### src/rtl/store_narrow_unit.sv
// Sub-word store path: narrows a register value to byte/half/word and merges it
// into the addressed memory word via read-modify-write (memory has no byte enables).
module store_narrow_unit #(
    parameter int ADDR_W = 32
) (
    input  logic              clk,
    input  logic              rst_n,
    input  logic              req_valid,
    output logic              req_ready,
    input  logic [ADDR_W-1:0] req_addr,
    input  logic [31:0]       req_data,
    input  logic [1:0]        req_size,
    output logic              done,
    output logic              misaligned,
    output logic [ADDR_W-1:0] mem_addr,
    output logic              mem_rd,
    input  logic [31:0]       mem_rdata,
    input  logic              mem_rvalid,
    output logic              mem_wr,
    output logic [31:0]       mem_wdata,
    input  logic              mem_wack
);

    typedef enum logic [1:0] {S_IDLE, S_READ, S_WRITE, S_DONE} state_t;

    localparam logic [1:0] SZ_BYTE = 2'b00;
    localparam logic [1:0] SZ_HALF = 2'b01;
    localparam logic [1:0] SZ_WORD = 2'b10;

    state_t            r_state;
    state_t            w_next;
    logic [1:0]        r_lane;
    logic [1:0]        r_size;
    logic [31:0]       r_data;

    logic              w_accept;
    logic              w_err;
    logic [31:0]       w_merged;
    logic              w_req_ready;
    logic              w_done;
    logic              w_misaligned;
    logic              w_mem_rd;
    logic              w_mem_wr;
    logic [ADDR_W-1:0] w_mem_addr;
    logic [31:0]       w_mem_wdata;

    assign w_accept = req_valid && req_ready && (r_state == S_IDLE);

    always_comb begin
        w_err = 1'b0;
        case (req_size)
            SZ_HALF: w_err = req_addr[0];
            SZ_WORD: w_err = (req_addr[1:0] != 2'b00);
            SZ_BYTE: w_err = 1'b0;
            default: w_err = 1'b1;
        endcase
    end

    // Only the low byte/half of the latched data is used, so upper bits are ignored.
    always_comb begin
        w_merged = mem_rdata;
        if (r_size == SZ_BYTE) begin
            w_merged[8*r_lane +: 8] = r_data[7:0];
        end else begin
            w_merged[16*r_lane[1] +: 16] = r_data[15:0];
        end
    end

    // State and registered outputs
    always_ff @(posedge clk or negedge rst_n) begin
        if (!rst_n) begin
            r_state    <= S_IDLE;
            r_lane     <= '0;
            r_size     <= '0;
            r_data     <= '0;
            req_ready  <= 1'b1;
            done       <= 1'b0;
            misaligned <= 1'b0;
            mem_rd     <= 1'b0;
            mem_wr     <= 1'b0;
            mem_addr   <= '0;
            mem_wdata  <= '0;
        end else begin
            r_state    <= w_next;
            req_ready  <= w_req_ready;
            done       <= w_done;
            misaligned <= w_misaligned;
            mem_rd     <= w_mem_rd;
            mem_wr     <= w_mem_wr;
            mem_addr   <= w_mem_addr;
            mem_wdata  <= w_mem_wdata;
            if (w_accept) begin
                r_lane <= req_addr[1:0];
                r_size <= req_size;
                r_data <= req_data;
            end
        end
    end

    always_comb begin
        w_next = r_state;
        case (r_state)
            S_IDLE: begin
                if (w_accept) begin
                    if (w_err)                   w_next = S_DONE;
                    else if (req_size == SZ_WORD) w_next = S_WRITE;
                    else                         w_next = S_READ;
                end
            end
            S_READ:  if (mem_rvalid) w_next = S_WRITE;
            S_WRITE: if (mem_wack)   w_next = S_DONE;
            S_DONE:  w_next = S_IDLE;
            default: w_next = S_IDLE;
        endcase
    end

    // Outputs are derived from the next state so they register in step with it.
    always_comb begin
        w_req_ready  = (w_next == S_IDLE);
        w_done       = (w_next == S_DONE);
        w_misaligned = w_accept && w_err;
        w_mem_rd     = (w_next == S_READ);
        w_mem_wr     = (w_next == S_WRITE);
        w_mem_addr   = mem_addr;
        w_mem_wdata  = mem_wdata;
        if (w_accept) begin
            w_mem_addr = {req_addr[ADDR_W-1:2], 2'b00};
            if (!w_err && req_size == SZ_WORD) begin
                w_mem_wdata = req_data;
            end
        end
        if (r_state == S_READ && mem_rvalid) begin
            w_mem_wdata = w_merged;
        end
    end

endmodule

### config.mk
export PLATFORM = sky130hd
export DESIGN_NAME = store_narrow_unit
export DESIGN_NICKNAME = d
export VERILOG_FILES = /design/src/rtl/store_narrow_unit.sv
export SDC_FILE = /design/constraint.sdc
export NUM_CORES = 1
export LEC_CHECK = 0
export ABC_CLOCK_PERIOD_IN_PS = 4300
export CORE_MARGIN = 1
export CORE_UTILIZATION = 40
export CTS_CLUSTER_SIZE = 30
export DETAILED_ROUTE_END_ITERATION = 7
export GPL_ROUTABILITY_DRIVEN = 0
export MAX_ROUTING_LAYER = met4
export PLACE_DENSITY = 0.71
export SKIP_CTS_REPAIR_TIMING = 1
export SYNTH_ARGS = -nofsm -noshare
export SYNTH_HDL_FRONTEND = slang
export SYNTH_SLANG_ARGS = --single-unit
### constraint.sdc
create_clock -name clk -period 4.3 [get_ports clk]
set_input_delay 1.075 -clock clk [delete_from_list [all_inputs] [get_ports clk]]
set_output_delay 1.075 -clock clk [all_outputs]
set_load 0.005 [all_outputs]
==> qor.csv, run 1 <==
metric,value,unit
start_util,41.9,%
min_to,mem_addr[20],
use_met3,3.89,%
fillers,887,
hold_depth,1,
leakage,2.65,nW
ios,172,
synthTopCellsByArea,"dfrtp_1 (50%), mux2_2 (12%), mux2i_1 (3.9%)",
via_per_inst,5.50,
antennaDiodeCount,0,
period_needed,3090,ps
root_buffer,clkbuf_8,
hold_slack,517,ps
die-area,11400,sq um
ant_nets,0,
netlist_instances,396,
use_met2,39.1,%
fmax,323,MHz
drive_gt1_share,14.2,%
vdd_drop_max,322,uV
r2r_setup_slack,1210,ps
swShare,36.3,%
final_cell_area,6340,sq um
hold_class,reg -> reg,
setup_tns,0,ps
chipHeight,107,microns
clkTransAtPathRegs,100,ps
io_buffers,169,
yosysMostFrequentCell,dfrtp_1,
grt_first_pass_wirelength,20600,microns
rsz0062_at_grt,no,
multi_input_area,1980,sq um
cts_buffer_depth,2,
synth_area,4400,sq um
grt_start_max_net_pins,90,
power.share.combinational,47.5,%
final_hold_viol_count,0,
synthArstFlopShare,100,%
cts_max_level,3,
synth_top_cell_area_share,50.1,%
ys_seq_area_share,50.7,%
worst_clock_skew,12.0,ps
cts_sinks,89,
grtUsageMet1,30.0,%
start_kind,register,
critPathKind,reg -> reg,
track_usage,24.1,%
die_x,107,microns
fin_crit_sh,72.0,%
p_clk_share,13.7,%
endpoint_kind,register,
drt_wl_total,12900,microns
relSlewSlack,24.1,%
tightest_slew,1140,ps
core_area,10500,sq um
regArea,2230,sq um
r2r-start,r_lane[1],
clk-insertion-delay-late,360,ps
cts_inserted_buffers,9,
required,4600,ps
wl_per_cell,18.7,microns
crit_fanout,21,
p_sw,1.51,mW
hold_start,mem_addr[20],
cap_violations,0,
seq_power_share,38.8,%
postPlaceCellArea,6150,sq um
via_count,3807,
synth_top_area_cell,dfrtp_1,
cts_tree,done,
synth-seq-cells,89,
slew_viol_final,0,
intPower,2.65,mW
yosys_warnings,0,
final_util,60.4,%
drt_first_iter_violations,208,
grt_overflow_total,0,
antenna_found_initial,0,
synthFlopType,dfrtp_1,
setup_viol,0,
first_pass_iters,5,
reg2reg_depth,6,
synth.avg_cell_area,11.1,sq um
num_rows,37,
route.detailed.drc,0,
dp_hpwl,9090,microns
synth_cell_types,41,
cp_data_arrival_time,3390,ps
cellPowerDensity,656,nW/um^2
grt_pass1_vias,4036,
finalNetCount,659,
r2r-end,mem_wdata[30],
area.growth.synth_to_final,44.2,%
status,completed,
synth_edf_count,0,
grt-busiest-layer,met2,
synth_commonest_cells,"dfrtp_1 (88), mux2_2 (48), nor3_1 (33), nand3_1 (22), nor2_1 (19)",
==> sequential cells by signal, summed over array words and instances, names as in the netlist <==
| register | count |
|---|---|
| mem_wdata | 32 |
| mem_addr | 30 |
| r_data | 16 |
| r_lane | 2 |
| r_size | 2 |
| r_state | 2 |
| done | 1 |
| mem_rd | 1 |
| mem_wr | 1 |
| misaligned | 1 |
| req_ready | 1 |
==> cells in the final DEF, fill, tap and decap left out, types with 2 or more instances in the layout <==
master and n:
a311oi_1 8, clkbuf_8 9, buf_4 7, a221oi_1 16, inv_6 3, o21ai_0 11, inv_8 2, mux2i_1 17
nor3_1 33, ha_1 5, and3_1 9, nand3_1 22, nand2_1 12, a211o_1 8, clkinv_4 2, nor2b_1 14
nor2_1 19, mux2_2 48, inv_1 10, clkdlybuf4s50_1 168, conb_1 2, a21oi_1 10, o22ai_1 8, dfrtp_1 88
a211oi_1 8
==> kinds of logic (layout without fill, tap and decap cells) <==
| family | Yosys count | after routing | synth area share, % |
|---|---|---|---|
| DFF | 89 | 89 | 50.7 |
| AOI/OAI and AO/OA | 75 | 75 | 12.9 |
| buffers and inverters | 42 | 201 | 4.55 |
| other | 1 | 2 | 0.0852 |
| adders and majority gates | 5 | 5 | 1.42 |
| muxes | 65 | 65 | 16.2 |
| and+or+nand+nor | 119 | 119 | 14.2 |
==> critical path, stage by stage (launching register included) <==
cell	delay [ps]
dfrtp_1	1020
inv_1	230
ha_1	530
nor2b_1	510
a311oi_1	180
a211oi_1	410
a211o_1	150
==> per-layer routing <==
metal / vias to the layer above / wire [microns]
li1: 1772 / -
met1: 1854 / 5360
met2: 156 / 6450
met3: 25 / 805
met4: 0 / 316
met5: - / 0
==> layout make-up <==
type	instances	share of cell area [%]
Clock buffer	9	1.95
Clock inverter	7	1.05
Multi-Input combinational cell	266	31.3
Sequential cell	89	35.1
Tap cell	136	2.68
Timing Repair Buffer	175	27.3
Inverter	10	0.592
==> through the flow <==
| step | worst slack [ps] | instances | total power [mW] |
|---|---|---|---|
| after CTS | 1200 | 692 | 4.19 |
| after floorplan | 1940 | 397 | 2.59 |
| after detailed placement | 1030 | 676 | 3.61 |
| final | 1210 | 692 | 4.16 |
| after global placement | 1140 | 676 | 3.54 |
| after global routing | 983 | 692 | 4.43 |
==> worst max path at each step <==
stage          startpoint             to  slack (ps)  cells past startpoint
6_report        r_lane[1]  mem_wdata[30]        1210                      6
2_1_floorplan   r_lane[1]  mem_wdata[16]        1940                      9
3_3_place_gp    req_valid  mem_wdata[17]        1140                      7
5_1_grt         r_lane[1]  mem_wdata[30]         980                      6
4_1_cts         r_lane[1]  mem_wdata[30]        1200                      6
3_5_place_dp    req_valid   mem_wdata[6]        1030                      7
==> power groups by stage <==
stage | Clock [mW] | Sequential [mW] | Combinational (mW)
2_1_floorplan | 0 | 1.52 | 1.06
3_3_place_gp | 0 | 1.61 | 1.93
3_5_place_dp | 0 | 1.63 | 1.98
4_1_cts | 0.585 | 1.61 | 1.99
5_1_grt | 0.622 | 1.67 | 2.14
6_report | 0.572 | 1.61 | 1.97
Power figures use the tool's default switching activity.
==> run 2, diff against run 1 <==
Settings changed: ABC_CLOCK_PERIOD_IN_PS 4300 to 2850.
Clock period 4.3 ns to 2.85 ns, I/O delays scaled along.
==> run 2 against run 1 <==
  * Power is 56% higher
  * Final cell count rose by 0.72%
  * Clock skew up 2.9 ps
  * Sequential power rose by 48%
  * Count of clock-buffer cells in the layout did not move
  * First-iteration DRC count is 4.3% lower
  * Register-to-register slack lost 740 ps
  * Largest power group unchanged
==> qor.csv, run 2 (synthesis gave the netlist of run 1 again) <==
metric,value,unit,change
status,completed,,unchanged
drt_first_iter_violations,199,,was 208
area.growth.synth_to_final,46.5,%,was 44.2%
rsz0062_at_grt,no,,unchanged
r2r_setup_slack,470,ps,was 1210 ps
mostFrequentLayoutCell,clkdlybuf4s50_1,,unchanged
required,3150,ps,was 4600 ps
drive_gt1_share,15.0,%,was 14.2%
antenna_found_initial,0,,unchanged
critPathKind,reg -> reg,,unchanged
cts_tree,done,,unchanged
grt_pass1_vias,3956,,was 4036
final_hold_viol_count,0,,unchanged
p_sw,2.27,mW,was 1.51 mW
die_x,107,microns,unchanged
first_pass_iters,4,,was 5
antennaDiodeCount,0,,unchanged
layout_common_cells,"clkdlybuf4s50_1 (168), dfrtp_1 (88), mux2_2 (48)",,unchanged
cts_inserted_buffers,9,,unchanged
relSlewSlack,46.0,%,was 24.1%
clk-insertion-delay-late,370,ps,was 360 ps
cellPowerDensity,1000,nW/um^2,was 656 nW/um^2
grt_overflow_total,0,,unchanged
core_area,10500,sq um,unchanged
drt_wl_total,12800,microns,was 12900 microns
setup_viol,0,,unchanged
top_register,mem_wdata,,unchanged
swShare,35.1,%,was 36.3%
largestRegisters,"mem_wdata x32, mem_addr x30, r_data x16",,unchanged
fin_cells,697,,was 692
intPower,4.20,mW,was 2.65 mW
num_rows,37,,unchanged
root_buffer,clkbuf_8,,unchanged
wl_per_cell,18.4,microns,was 18.7 microns
r2r-start,r_lane[0],,was r_lane[1]
via_per_inst,5.51,,was 5.50
tightest_slew,810,ps,was 1140 ps
reg2reg_depth,6,,unchanged
period_needed,2380,ps,was 3090 ps
via_count,3841,,was 3807
grt_start_max_net_pins,50,,was 90
vdd_drop_max,545,uV,was 322 uV
setup_tns,0,ps,unchanged
leakage,2.71,nW,was 2.65 nW
route.detailed.drc,0,,unchanged
p_clk_share,15.8,%,was 13.7%
die-area,11400,sq um,unchanged
cts_sinks,89,,unchanged
hold_class,in -> async,,was reg -> reg
worst_clock_skew,14.9,ps,was 12.0 ps
fin_crit_sh,83.6,%,was 72.0%
fillers,891,,was 887
grt_first_pass_wirelength,20300,microns,was 20600 microns
chipHeight,107,microns,unchanged
crit_fanout,11,,was 21
start_kind,register,,unchanged
finalNetCount,664,,was 659
fmax,420,MHz,was 323 MHz
dp_hpwl,9240,microns,was 9090 microns
ant_nets,0,,unchanged
cp_data_arrival_time,2690,ps,was 3390 ps
cap_violations,0,,unchanged
ios,172,,unchanged
start_util,41.9,%,unchanged
slew_viol_final,0,,unchanged
power.share.combinational,47.3,%,was 47.5%
dp.cells,681,,was 676
r2r-end,mem_wdata[30],,unchanged
track_usage,24.0,%,was 24.1%
cts_max_level,3,,unchanged
cts_buffer_depth,2,,unchanged
seq_power_share,37.0,%,was 38.8%
largest_reg_flops,32,,unchanged
clkTransAtPathRegs,100,ps,about the same
endpoint_kind,register,,unchanged
io_buffers,169,,unchanged
## run 2: changes by cell type in the layout (fill, tap and decap cells not counted)
cell,before,now
buf_4,7,10
inv_8,2,1
clkinv_4,2,0
bufinv_16,0,2
buf_12,0,2
inv_6,3,4
## run 2: final cells by class
class                   count  area [sq um]  share of cell area (%)
clock inverters             7           106                    1.65
well taps                 136           170                    2.64
clock buffers               9           124                    1.92
flip-flops and latches     89          2230                    34.6
repair buffers            180          1800                    27.9
multi-input cells         266          1980                    30.8
inverters                  10          37.5                   0.582
## run 2: metrics by stage
stage	hold slack [ps]	total power, mW	setup WS [ps]	util, %	area, sq um
2_1_floorplan	417	3.91	491	-	4400
3_3_place_gp	489	5.38	274	59.1	6220
3_5_place_dp	498	5.47	232	59.1	6220
4_1_cts	375	6.50	448	61.3	6450
5_1_grt	395	6.87	288	61.3	6450
6_report	351	6.47	468	61.3	6450
## run 2: critical path: stages, from the launching register on
cell and delay (ps):
dfrtp_1 500, inv_1 150, ha_1 490, nor2b_1 500
a311oi_1 170, a211oi_1 380, a211o_1 140
## run 2: how the worst max path moves through the flow
| stage | from | to | slack, ps | cells after the start |
|---|---|---|---|---|
| 6_report | r_lane[0] | mem_wdata[30] | 470 | 6 |
| 5_1_grt | r_lane[0] | mem_wdata[30] | 290 | 6 |
| 3_5_place_dp | req_valid | mem_wdata[14] | 230 | 6 |
| 4_1_cts | r_lane[0] | mem_wdata[30] | 450 | 6 |
| 2_1_floorplan | r_lane[1] | mem_wdata[16] | 490 | 9 |
| 3_3_place_gp | req_size[0] | mem_wdata[14] | 270 | 6 |
## run 2: routing by layer
layer | vias up | share of wire (%) | routed length [microns] | track usage, %
met1 | 1881 | 41 | 5210 | 29.4
li1 | 1776 | - | - | -
met3 | 28 | 6.3 | 810 | 3.16
met2 | 156 | 50 | 6440 | 39.4
met5 | - | 0 | 0 | -
met4 | 0 | 2.7 | 343 | 11.1
## run 2: power groups by stage
stage | Combinational (mW) | Clock (mW) | Sequential, mW
6_report | 3.06 | 1.02 | 2.39
5_1_grt | 3.31 | 1.09 | 2.46
4_1_cts | 3.07 | 1.03 | 2.39
3_5_place_dp | 3.06 | 0 | 2.41
3_3_place_gp | 3.00 | 0 | 2.39
2_1_floorplan | 1.60 | 0 | 2.30
==> run 3, diff against run 2 <==
Settings changed: ABC_CLOCK_PERIOD_IN_PS 2850 to 2150, PLACE_DENSITY 0.71 to 0.74.
Clock period 2.85 ns to 2.15 ns, I/O delays scaled along.
==> run 3 against run 2 <==
  * Clock skew is 5.5 ps lower
  * Non-clock buffer count rose by 13
  * Power increased by 34%
  * Core utilization increased by 1.1 points
  * Via count grew 2.8%
  * Worst hold slack worse by 310 ps
  * Critical path type is now reg -> out
  * Largest cell class unchanged
  * Highest routed layer unchanged
==> qor.csv, run 3 (synthesis gave the netlist of run 1 again) <==
metric,value,unit,change
status,completed,,unchanged
fin_cells,709,,was 697
drt_wl_total,13200,microns,was 12800 microns
crit_fanout,2,,was 11
grt_start_max_net_pins,48,,was 50
drive_gt1_share,16.6,%,was 15.0%
grt_first_pass_wirelength,21100,microns,was 20300 microns
start_kind,register,,unchanged
setup_tns,0,ps,unchanged
antenna_found_initial,0,,unchanged
num_rows,37,,unchanged
fmax,512,MHz,
swShare,34.6,%,was 35.1%
hold_slack,43.8,ps,was 351 ps
drt_first_iter_violations,161,,was 199
setup_viol,0,,unchanged
chipHeight,107,microns,unchanged
top_register,mem_wdata,,unchanged
p_sw,3.01,mW,was 2.27 mW
first_pass_iters,5,,was 4
cts_buffer_depth,2,,unchanged
wl_per_cell,18.6,microns,was 18.4 microns
rsz0062_at_grt,no,,unchanged
finalNetCount,677,,was 664
cellPowerDensity,1320,nW/um^2,was 1000 nW/um^2
seq_power_share,36.5,%,was 37.0%
clkTransAtPathRegs,90,ps,was 100 ps
power.share.combinational,49.2,%,was 47.3%
crit_buf_inv,1,,unchanged
antennaDiodeCount,0,,unchanged
cap_violations,0,,unchanged
io_buffers,169,,unchanged
endpoint_kind,primary output,,was register
layout_common_cells,"clkdlybuf4s50_1 (168), dfrtp_1 (88), mux2_2 (48)",,unchanged
dp_hpwl,9630,microns,was 9240 microns
hold_class,in -> async,,unchanged
grt_pass1_vias,4134,,was 3956
dp.cells,693,,was 681
root_buffer,clkbuf_8,,unchanged
area.growth.synth_to_final,49.3,%,was 46.5%
cts_tree,done,,unchanged
crit_family,flip-flops,,was compound AO/OA/AOI/OAI gates
slowest_delay,540,ps,was 500 ps
worst_clock_skew,9.45,ps,was 14.9 ps
cp_data_arrival_time,1420,ps,was 2690 ps
leakage,2.77,nW,was 2.71 nW
track_usage,24.7,%,was 24.0%
via_count,3948,,was 3841
final_hold_viol_count,0,,unchanged
fin_crit_sh,90.9,%,
relSlewSlack,56.9,%,was 46.0%
largest_reg_flops,32,,unchanged
largestRegisters,"mem_wdata x32, mem_addr x30, r_data x16",,unchanged
totalPowerFinal,8.68,mW,was 6.47 mW
period_needed,1950,ps,
ant_nets,0,,unchanged
mostFrequentLayoutCell,clkdlybuf4s50_1,,unchanged
cts_inserted_buffers,9,,unchanged
grt_overflow_total,0,,unchanged
route.detailed.drc,0,,unchanged
start_util,41.9,%,unchanged
die_x,107,microns,unchanged
final_cell_area,6570,sq um,was 6450 sq um
intPower,5.68,mW,was 4.20 mW
crit_chain,clkdlybuf4s50_1,,was inv_1 > ha_1 > nor2b_1 > a311oi_1 > a211oi_1 > a211o_1
cts_max_level,3,,unchanged
slew_viol_final,0,,unchanged
crit_slowest_cell,dfstp_2,,was dfrtp_1
tightest_slew,646,ps,was 810 ps
vdd_drop_max,615,uV,was 545 uV
cts_sinks,89,,unchanged
required,1610,ps,was 3150 ps
postPlaceCellArea,6340,sq um,was 6220 sq um
critPathKind,reg -> out,,was reg -> reg
core_area,10500,sq um,unchanged
r2r_setup_slack,200,ps,was 470 ps
via_per_inst,5.57,,was 5.51
ios,172,,unchanged
die-area,11400,sq um,unchanged
p_clk_share,14.3,%,was 15.8%
clk-insertion-delay-late,360,ps,was 370 ps
run 3: changes by cell type in the layout (fill, tap and decap cells not counted):
cell | previous run | this run
buf_12 | 2 | 5
buf_4 | 10 | 20
clkbuf_1 | 0 | 1
clkinv_2 | 0 | 1
clkinv_4 | 0 | 1
clkinvlp_4 | 0 | 1
inv_6 | 4 | 0
inv_8 | 1 | 0
nor3b_2 | 1 | 0
nor3b_4 | 0 | 1
run 3: layout make-up:
| class | instances | area, sq um |
|---|---|---|
| fill | 834 | 3940 |
| sequential | 89 | 2230 |
| multi-input combinational | 266 | 1990 |
| timing repair buffer | 193 | 1930 |
| tap | 136 | 170 |
| clock buffer | 10 | 128 |
| clock inverter | 5 | 81.3 |
| inverter | 10 | 37.5 |
run 3: path summary, 6_finish.rpt:
path	from	to	cells past startpoint
setup / recovery	req_ready	req_ready	1
max in group asynchronous	rst_n	req_ready	2
hold / removal	rst_n	mem_addr[7]	1
min in group clk	mem_addr[5]	mem_addr[5]	1
hold reg to reg	mem_addr[5]	mem_addr[5]	1
setup reg to reg	r_lane[1]	mem_wdata[18]	6
run 3: metal layers:
metal	track usage, %	share of wire (%)	vias to the layer above
met1	30.3	41	1926
met2	40.5	50	184
met4	10.4	2.9	0
met5	-	0	-
li1	-	-	1809
met3	4.44	6.2	29
run 3: through the flow:
step,util (%),worst slack [ps]
after floorplan,-,15.9
after global placement,60.4,2.96
after detailed placement,60.4,-88.5
after CTS,62.4,104
after global routing,62.5,7.18
final,62.5,196
run 3: power by group through the flow:
stage	logic, mW	clock network (mW)	registers [mW]
2_1_floorplan	2.15	0	3.05
3_3_place_gp	4.13	0	3.15
6_report	4.28	1.24	3.17
3_5_place_dp	4.23	0	3.18
5_1_grt	4.62	1.32	3.27
4_1_cts	4.26	1.26	3.17
